===== config.mk =====
export PLATFORM = sky130hd
export DESIGN_NAME = display_scan_mux
export DESIGN_NICKNAME = d
export VERILOG_FILES = /design/src/rtl/disp_pkg.sv /design/src/rtl/seg_btn_debounce.sv /design/src/rtl/display_scan_mux.sv
export SDC_FILE = /design/constraint.sdc
export NUM_CORES = 1
export LEC_CHECK = 0
export BUFFER_PORTS_ARGS = -buffer_cell sky130_fd_sc_hd__clkbuf_2
export CORE_MARGIN = 3
export CORE_UTILIZATION = 30
export CTS_BUF_LIST = sky130_fd_sc_hd__clkbuf_16
export DETAILED_ROUTE_END_ITERATION = 10
export HOLD_SLACK_MARGIN = 0.12
export SYNTH_ARGS = -nofsm -noshare
export SYNTH_HDL_FRONTEND = slang
export SYNTH_SLANG_ARGS = --single-unit

===== constraint.sdc =====
create_clock -name clk -period 4.85 [get_ports clk]
set_input_delay 0.7275 -clock clk [delete_from_list [all_inputs] [get_ports clk]]
set_output_delay 0.7275 -clock clk [all_outputs]
set_load 0.02 [all_outputs]

===== src/rtl/disp_pkg.sv =====
// rtl/disp_pkg.sv - shared scan state type, blank segment code and hex glyph decoder
package disp_pkg;

  typedef enum logic {
    BLANK = 1'b0,
    SHOW  = 1'b1
  } scan_state_t;

  localparam logic [6:0] SEG_OFF = 7'h00;

  // Segment order {g,f,e,d,c,b,a}, lit = 1 before polarity is applied
  function automatic logic [6:0] hex_to_seg(input logic [3:0] nib);
    logic [6:0] seg;
    case (nib)
      4'h0: seg = 7'h3F;
      4'h1: seg = 7'h06;
      4'h2: seg = 7'h5B;
      4'h3: seg = 7'h4F;
      4'h4: seg = 7'h66;
      4'h5: seg = 7'h6D;
      4'h6: seg = 7'h7D;
      4'h7: seg = 7'h07;
      4'h8: seg = 7'h7F;
      4'h9: seg = 7'h6F;
      4'hA: seg = 7'h77;
      4'hB: seg = 7'h7C;
      4'hC: seg = 7'h39;
      4'hD: seg = 7'h5E;
      4'hE: seg = 7'h79;
      default: seg = 7'h71;
    endcase
    return seg;
  endfunction

endpackage


===== src/rtl/seg_btn_debounce.sv =====
// rtl/seg_btn_debounce.sv - button synchroniser, stability counter and debounced rising-edge pulse
module seg_btn_debounce #(
  parameter int DEBOUNCE_CYCLES = 100000
) (
  input  logic clk,
  input  logic rst_n,
  input  logic btn_i,
  output logic rise_o
);

  localparam int CW = $clog2(DEBOUNCE_CYCLES + 1);

  logic          sync1_q, sync2_q;
  logic          level_q, level_d;
  logic          rise_q, rise_d;
  logic [CW-1:0] cnt_q, cnt_d;

  // cnt_q counts consecutive synchronised samples that disagree with the accepted level
  always_comb begin
    level_d = level_q;
    cnt_d   = '0;
    rise_d  = 1'b0;
    if (sync2_q != level_q) begin
      if (cnt_q == CW'(DEBOUNCE_CYCLES - 1)) begin
        level_d = sync2_q;
        rise_d  = sync2_q;
      end else begin
        cnt_d = cnt_q + CW'(1);
      end
    end
  end

  always_ff @(posedge clk) begin
    if (!rst_n) begin
      sync1_q <= 1'b0;
      sync2_q <= 1'b0;
      level_q <= 1'b0;
      rise_q  <= 1'b0;
      cnt_q   <= '0;
    end else begin
      sync1_q <= btn_i;
      sync2_q <= sync1_q;
      level_q <= level_d;
      rise_q  <= rise_d;
      cnt_q   <= cnt_d;
    end
  end

  assign rise_o = rise_q;

endmodule


===== src/rtl/display_scan_mux.sv =====
// rtl/display_scan_mux.sv - multiplexed seven-segment scan driver with blanking and freeze
// Optional per-slot duty dimming when DISP_BRIGHTNESS_EN is defined.
module display_scan_mux
  import disp_pkg::*;
#(
  parameter int N_DIGITS        = 4,
  parameter int REFRESH_DIV     = 50000,
  parameter int BLANK_CYCLES    = 500,
  parameter int DEBOUNCE_CYCLES = 100000,
  parameter int SEG_ACTIVE_LOW  = 0,
  parameter int AN_ACTIVE_LOW   = 0,
  parameter int BRIGHT_W        = 4
) (
  input  logic                        clk,
  input  logic                        rst_n,
  input  logic                        btn,
  input  logic [4*N_DIGITS-1:0]       data_i,
  input  logic [N_DIGITS-1:0]         digit_en_i,
`ifdef DISP_BRIGHTNESS_EN
  input  logic [BRIGHT_W-1:0]         brightness_i,
`endif
  output logic [6:0]                  seg_o,
  output logic [N_DIGITS-1:0]         an_o,
  output logic                        frozen_o,
  output logic [$clog2(N_DIGITS)-1:0] digit_idx_o
);

  localparam int   IDX_W   = $clog2(N_DIGITS);
  localparam int   PRE_W   = $clog2(REFRESH_DIV);
  localparam logic SEG_POL = (SEG_ACTIVE_LOW != 0);
  localparam logic AN_POL  = (AN_ACTIVE_LOW != 0);

  logic [PRE_W-1:0]      presc_q, presc_d;
  logic [IDX_W-1:0]      idx_q, idx_d;
  scan_state_t           state_q, state_d;
  logic [4*N_DIGITS-1:0] snap_nib_q, snap_nib_d;
  logic [N_DIGITS-1:0]   snap_en_q, snap_en_d;
  logic                  frozen_q, frozen_d;
  logic [N_DIGITS-1:0]   an_q, an_d;
  logic [6:0]            seg_q, seg_d;
  logic                  presc_wrap, snap_take, lit, btn_rise;
  logic [BRIGHT_W-1:0]   show_ofs;
  logic [BRIGHT_W:0]     duty_lim;

  seg_btn_debounce #(
    .DEBOUNCE_CYCLES(DEBOUNCE_CYCLES)
  ) u_debounce (
    .clk    (clk),
    .rst_n  (rst_n),
    .btn_i  (btn),
    .rise_o (btn_rise)
  );

`ifdef DISP_BRIGHTNESS_EN
  logic [BRIGHT_W-1:0] bright_q, bright_d;
  assign duty_lim = {1'b0, bright_q};
`else
  // Full-scale limit: every offset passes, so the anode stays on through SHOW
  assign duty_lim = {1'b1, {BRIGHT_W{1'b0}}};
`endif

  always_comb begin
    presc_wrap = (presc_q == PRE_W'(REFRESH_DIV - 1));
    presc_d    = presc_wrap ? '0 : presc_q + PRE_W'(1);
    idx_d      = idx_q;
    if (presc_wrap) begin
      idx_d = (idx_q == IDX_W'(N_DIGITS - 1)) ? '0 : idx_q + IDX_W'(1);
    end
    state_d = (presc_d < PRE_W'(BLANK_CYCLES)) ? BLANK : SHOW;

    // Tear-free capture: one nibble per slot, taken on the slot's first blank cycle
    snap_take  = (state_q == BLANK) && (presc_q == '0) && !frozen_q;
    snap_nib_d = snap_nib_q;
    snap_en_d  = snap_en_q;
`ifdef DISP_BRIGHTNESS_EN
    bright_d = bright_q;
    if (snap_take) bright_d = brightness_i;
`endif
    if (snap_take) begin
      snap_nib_d[{idx_q, 2'b00} +: 4] = data_i[{idx_q, 2'b00} +: 4];
      snap_en_d[idx_q]                = digit_en_i[idx_q];
    end
    frozen_d = frozen_q ^ btn_rise;

    show_ofs = BRIGHT_W'(presc_q) - BRIGHT_W'(BLANK_CYCLES);
    lit      = ({1'b0, show_ofs} < duty_lim);
    an_d     = '0;
    seg_d    = SEG_OFF;
    if (state_q == SHOW) begin
      an_d[idx_q] = lit;
      if (snap_en_q[idx_q]) seg_d = hex_to_seg(snap_nib_q[{idx_q, 2'b00} +: 4]);
    end
  end

  always_ff @(posedge clk) begin
    if (!rst_n) begin
      presc_q    <= '0;
      idx_q      <= '0;
      state_q    <= BLANK;
      snap_nib_q <= '0;
      snap_en_q  <= '0;
      frozen_q   <= 1'b0;
      an_q       <= {N_DIGITS{AN_POL}};
      seg_q      <= {7{SEG_POL}};
`ifdef DISP_BRIGHTNESS_EN
      bright_q   <= '0;
`endif
    end else begin
      presc_q    <= presc_d;
      idx_q      <= idx_d;
      state_q    <= state_d;
      snap_nib_q <= snap_nib_d;
      snap_en_q  <= snap_en_d;
      frozen_q   <= frozen_d;
      an_q       <= an_d ^ {N_DIGITS{AN_POL}};
      seg_q      <= seg_d ^ {7{SEG_POL}};
`ifdef DISP_BRIGHTNESS_EN
      bright_q   <= bright_d;
`endif
    end
  end

  assign seg_o       = seg_q;
  assign an_o        = an_q;
  assign frozen_o    = frozen_q;
  assign digit_idx_o = idx_q;

endmodule

# Yosys cells after proc, flatten, opt, wreduce, memory -nomap -nowiden
# Memory sizes are Yosys's and may differ from the RTL's. A register that Yosys moved wholly into a read port is not among the register bits.
# Index checks and enable logic that the tools add are counted.
# W data, S select, Z words.
[classes]
add_sub_neg = 5
n_mul = 0
div_mod_pow = 0
order_cmp = 4
n_eq_ne = 4
shift = 4
muxes = 11
n_bitwise = 5
reduce_logical = 11
[ops]
columns = ["cell", "count"]
rows = [
  ["$shiftx A16 B5 Y4", 2],
  ["$add A17 B1 Y17 const B", 1],
  ["$eq A17 B17 Y1 const B", 1],
  ["$add A16 B1 Y16 const B", 1],
  ["$bwmux W16", 1],
  ["$eq A16 B16 Y1 const B", 1],
  ["$logic_not A16 Y1", 1],
  ["$lt A16 B9 Y1 const B", 1],
  ["$mux W16", 1],
  ["$shift A4 B6 Y16 const A", 1],
  ["$shiftx A4 B6 Y16", 1],
  ["$neg A4 Y6", 1],
  ["$reduce_and A3 Y1", 2],
  ["$lt A4 B5 Y1 const B", 1],
  ["$and A4 B4 Y4", 1],
  ["$bmux W1 S2", 2],
  ["$bwmux W4", 1],
  ["$mux W1", 4],
  ["$reduce_and A2 Y1", 2],
  ["$sub A4 B3 Y4 const B", 1],
  ["$logic_and A1 B1 Y1", 3],
  ["$lt A2 B3 Y1 const B", 1],
  ["$not A1 Y1", 3],
  ["$reduce_or A3 Y1", 1],
  ["8 further kinds", 9],
]
[word_totals]
reg_bits = 65
latch_bits = 0
ram_bits = 0
rom_bits = 112
inputBits = 23
out_inout_bits = 14
word_cells = 57
n_memories = 1
[memory_table]
columns = ["memory", "words", "width", "rd", "rd_ports_with_merged_regs", "write_ports", "line", "rtl"]
rows = [
  ["(name not given)", 16, 7, 1, 1, 0, "disp_pkg.sv:14", "case (nib)"],
]

# Longest topological paths before layout
[depth]
depth_word = 5
ltp_mapped = 9

# By module
# Synthesis repeated with hierarchy kept, for this count alone.
[hier_totals]
hier_cells = 404
area_unflattened_um2 = 3796.1
[modules_own_cells]
columns = ["module", "n_inst", "cells_per_inst", "area_each_um2", "seq_area_each_um2"]
rows = [
  ["display_scan_mux", 1, 310, 2869.0, 1021.0],
  ["seg_btn_debounce", 1, 94, 927.1, 420.4],
]

# Worst setup path before layout
# No wires, ideal clock.
[synth_path]
path_type = "reg-to-reg"
startpoint = "register idx_q[0] (netlist: digit_idx_o[0])"
endpoint = "register seg_q[3] (netlist: seg_o[3])"
setup_ns = 0.066
t_arrival_ns = 2.155
setup_slack_ns = 2.629
path_stages_with_launch = 8
path_buffers = 1
synth_period_minus_slack_ns = 2.221
path_cell_list = "dfxtp_1 buf_6 mux4_1 inv_1 ha_1 inv_1 mux4_2 nor2_1"
[synth_between]
elab_chain_cells = 4
elab_cells_between_ends = 5
classes_between = "1 x shift; 2 x mux; 2 x reduce/logical"
[synth_lines]
columns = ["item", "line", "rtl"]
rows = [
  ["start, declared", "display_scan_mux.sv:34", "logic [IDX_W-1:0] idx_q, idx_d;"],
  ["start signal, assigned", "display_scan_mux.sv:110", "idx_q <= idx_d;"],
  ["$bmux W1 S2", "display_scan_mux.sv:91", "if (snap_en_q[idx_q]) seg_d = hex_to_seg(snap_nib_q[{idx_q, 2'b00} +: 4]);"],
  ["$mux W1 (not written as such)", "display_scan_mux.sv:91", ""],
  ["$reduce_and A3 Y1 (no line)", "n/a", ""],
  ["$logic_not A1 Y1 (no line)", "n/a", ""],
  ["end, declared", "display_scan_mux.sv:40", "logic [6:0] seg_q, seg_d;"],
]
# Several ways; a longest one is shown, not always the timed one. The select of a mux whose other input is x is not followed.
# A chain may end at the register's enable or synchronous reset.

# Worst setup path in the final report
# Ends and elaborated chain as after synthesis.

==> run_results.csv <==
group,metric,value,unit
flow_run,cap_viol_max_count,0,
die,io_pins,37,
routing,vias_per_cell,5.184,
routing,via_count,3017,
synthesis,yosys.area.top_type_share,39.14,%
routing,post-route-drc-count,0,
power_and_ir_drop,p_clk_share,49.7,%
placement,place_congestion,0.8522,
clocking,clock_latency,0.32,ns
power_and_ir_drop,switching_share,21.73,%
clocking,cts_tree,"done",
critical_path,path_max_fanout,20,
placement,io_buffers,36,
synthesis,syn_nets,453,
critical_path,arrival,2.96,ns
synthesis,synth_edf_count,0,
timing,finalMaxSlewViolations,0,
synthesis,ys_seq_elements,72,
clocking,cts_setup_buffers,0,
critical_path,crit_path_cell_trace,"mux4_1 > inv_1 > ha_1 > inv_1 > mux4_2 > nor2_1",
grt,grt_max_degree,28,
synthesis,ys_types,44,
die,die-area,13640,sq um
power_and_ir_drop,combinationalPowerShare,6.3,%
critical_path,r2r-start,"digit_idx_o[0]",
critical_path,critPathKind,"reg2reg",
critical_path,cp-end-kind,"flip-flop",
power_and_ir_drop,pwr_density_cell,326.6,nW/um^2
timing,period_share,55.79,%
clocking,clockRootBuffer,"clkbuf_16",
synthesis,synthCells,412,
timing,rsz0062_at_grt,"no",
critical_path,critPathLaunch,"digit_idx_o[0]",
routing,routed_wl,7.981,mm
critical_path,timing.critical_path.mode_cell,"inv_1",
status,status,"finished clean",
timing,clock.fmax,0.3696,GHz
critical_path,max_stage_delay,0.95,ns
grt,grt_pass1_vias,2896,
clocking,cts_resized,0,
finish,syn2layout_area_growth,14.61,%
clocking,clock_path_buffers,2,
die,die_h,116.8,microns
die,rows,39,
critical_path,path_buf_inv,2,
placement,dp_hpwl,5.685,mm
critical_path,cp.required,5.10,ns
hold_path,hold_path.startpoint,"u_debounce.sync1_q",
synthesis,ys_warn_count,0,
grt,antenna_found_initial,0,
synthesis,synthTopCellsByCount,"dfxtp_1 (72), nor2_1 (56), nand2_1 (36), nand3_1 (28)",
power_and_ir_drop,net-switching-power,299.6,uW
timing,fin_crit,2.706,ns
clocking,clock_sinks,72,
synthesis,async_reset_ff_share,0,%
die,coreArea,11710,sq um
finish,drive_gt1_share,14.12,%
timing,hold_violations,0,
power_and_ir_drop,p_int,1079,uW
clocking,cts_hold_buffers,0,
timing,max_slew.worst_pin.slew,0.9653,ns
die,die_w,116.8,microns
finish,fin_util,36.04,%
finish,fillers,1192,
power_and_ir_drop,max-vdd-ir-drop,0.1616,mV
critical_path,path_delay_family,"multiplexers",
routing,drt_iter0_drc,185,
die,start_util,31.44,%
clocking,htreeDepth,3,
critical_path,startpoint_type,"flip-flop",
synthesis,yosysSeqAreaShare,39.14,%
timing,slew-limit-headroom,35.56,%
synthesis,synth_area_per_cell,8.938,sq um
routing,ant_nets,0,
finish,nets,475,
routing,first_pass_iters,5,
grt,grt.overflow.total,0,
clocking,cts_made_buffers,9,
timing,finClkSkew,0.01139,ns
routing,wl_per_cell,13.71,microns
synthesis,syn_area,3682,sq um
power_and_ir_drop,total_power,1378,uW
grt,grt_pass1_wl,13.81,mm
clocking,clkTransAtPathRegs,0.06,ns
power_and_ir_drop,leakagePower,0.001540,uW
timing,setup_viol,0,
hold_path,hp-class,"reg2reg",
synthesis,post-synth-top-count-cell,"dfxtp_1",
synthesis,synth_ff_type,"dfxtp_1",
timing,tns,0,ns
synthesis,synth.largest_area_cell,"dfxtp_1",
critical_path,cp_slowest_cell,"dfxtp_1",
critical_path,reg2reg_slack,2.14,ns
finish,diodes,0,
power_and_ir_drop,seqPwrFrac,44.0,%
grt,grt.total_usage,12.33,%
synthesis,netlist_top_cells_area,"dfxtp_1 (39%), ha_1 (6.1%), nor2_1 (5.7%)",
-- stage by stage --
step	hold WS, ns	area, sq um	worst slack, ns	std cells
3_5_place_dp	0.4238	3909	2.110	566
4_1_cts	0.4372	4220	2.091	582
3_3_place_gp	0.4222	3909	2.204	566
6_report	0.4347	4220	2.144	582
5_1_grt	0.4533	4220	1.921	582
2_1_floorplan	0.4119	3682	2.629	412
-- per-layer routing --
metal | up-vias | routed length, microns | GRT usage [%] | part of all wire, %
li1 | 1506 | - | - | -
met1 | 1434 | 3885 | 16.90 | 49
met2 | 71 | 3571 | 19.57 | 45
met3 | 6 | 427 | 2.931 | 5.4
met4 | 0 | 95 | 3.287 | 1.2
met5 | - | 0 | 0 | 0
-- worst paths after layout --
check / end / depth (start not counted)
setup / recovery: seg_o[3] / 6
hold / removal: u_debounce.sync2_q / 1
setup reg to reg: seg_o[3] / 6
hold reg to reg: u_debounce.sync2_q / 1
-- cells in the final DEF, fill, tap and decap left out, drive strengths merged, types with 4 or more instances in the layout --
cell     n
a21oi   25
and2     5
and3     6
clkbuf  45
clkinv   5
dfxtp   72
ha      18
inv     10
mux4    11
nand2   36
nand3   28
nand4   25
nand4b   4
nor2    56
nor3    12
nor4     6
xnor2   16
xor2    17
-- worst register-to-register path: stages, from the launching register on --
cell	delay (ns)
dfxtp_1	0.95
mux4_1	0.77
inv_1	0.17
ha_1	0.18
inv_1	0.04
mux4_2	0.44
nor2_1	0.09
-- power groups by stage --
stage,registers (uW),logic [uW],clock network [uW]
CTS,605,86.7,701
finish,606,87.1,685
global placement,618,83.8,0
global route,606,99.2,730
detailed placement,618,86.6,0
floorplan,615,71.7,0
-- sequential cells by signal, indices dropped and copies added (netlist names) --
| register | count |
|---|---|
| u_debounce.level_q | 1 |
| state_q | 1 |
| u_debounce.sync1_q | 1 |
| u_debounce.cnt_q | 17 |
| frozen_o | 1 |
| snap_nib_q | 16 |
| presc_q | 16 |
| u_debounce.sync2_q | 1 |
| digit_idx_o | 2 |
| u_debounce.rise_o | 1 |
| snap_en_q | 4 |
| seg_o | 7 |
| an_o | 4 |
-- cell type report --
cell class	instances	area [sq um]	area share, %
Timing Repair Buffer	37	187.7	4.447
Multi-Input combinational cell	303	2059	48.80
Clock buffer	9	225.2	5.336
Sequential cell	72	1441	34.15
Tap cell	143	178.9	4.240
Clock inverter	7	86.33	2.046
Inverter	11	41.29	0.9784
-- kinds of logic (layout without fill, tap and decap cells) --
kind of cell | Yosys count | after routing | share of synthesized area [%]
compound gates | 45 | 45 | 7.543
xor+xnor | 33 | 33 | 7.849
fa+ha+maj | 18 | 18 | 6.116
buf+inv | 37 | 64 | 4.927
flops | 72 | 72 | 39.14
mux | 15 | 15 | 8.359
simple gates | 192 | 192 | 26.06
(Power assumes the default switching activity.)
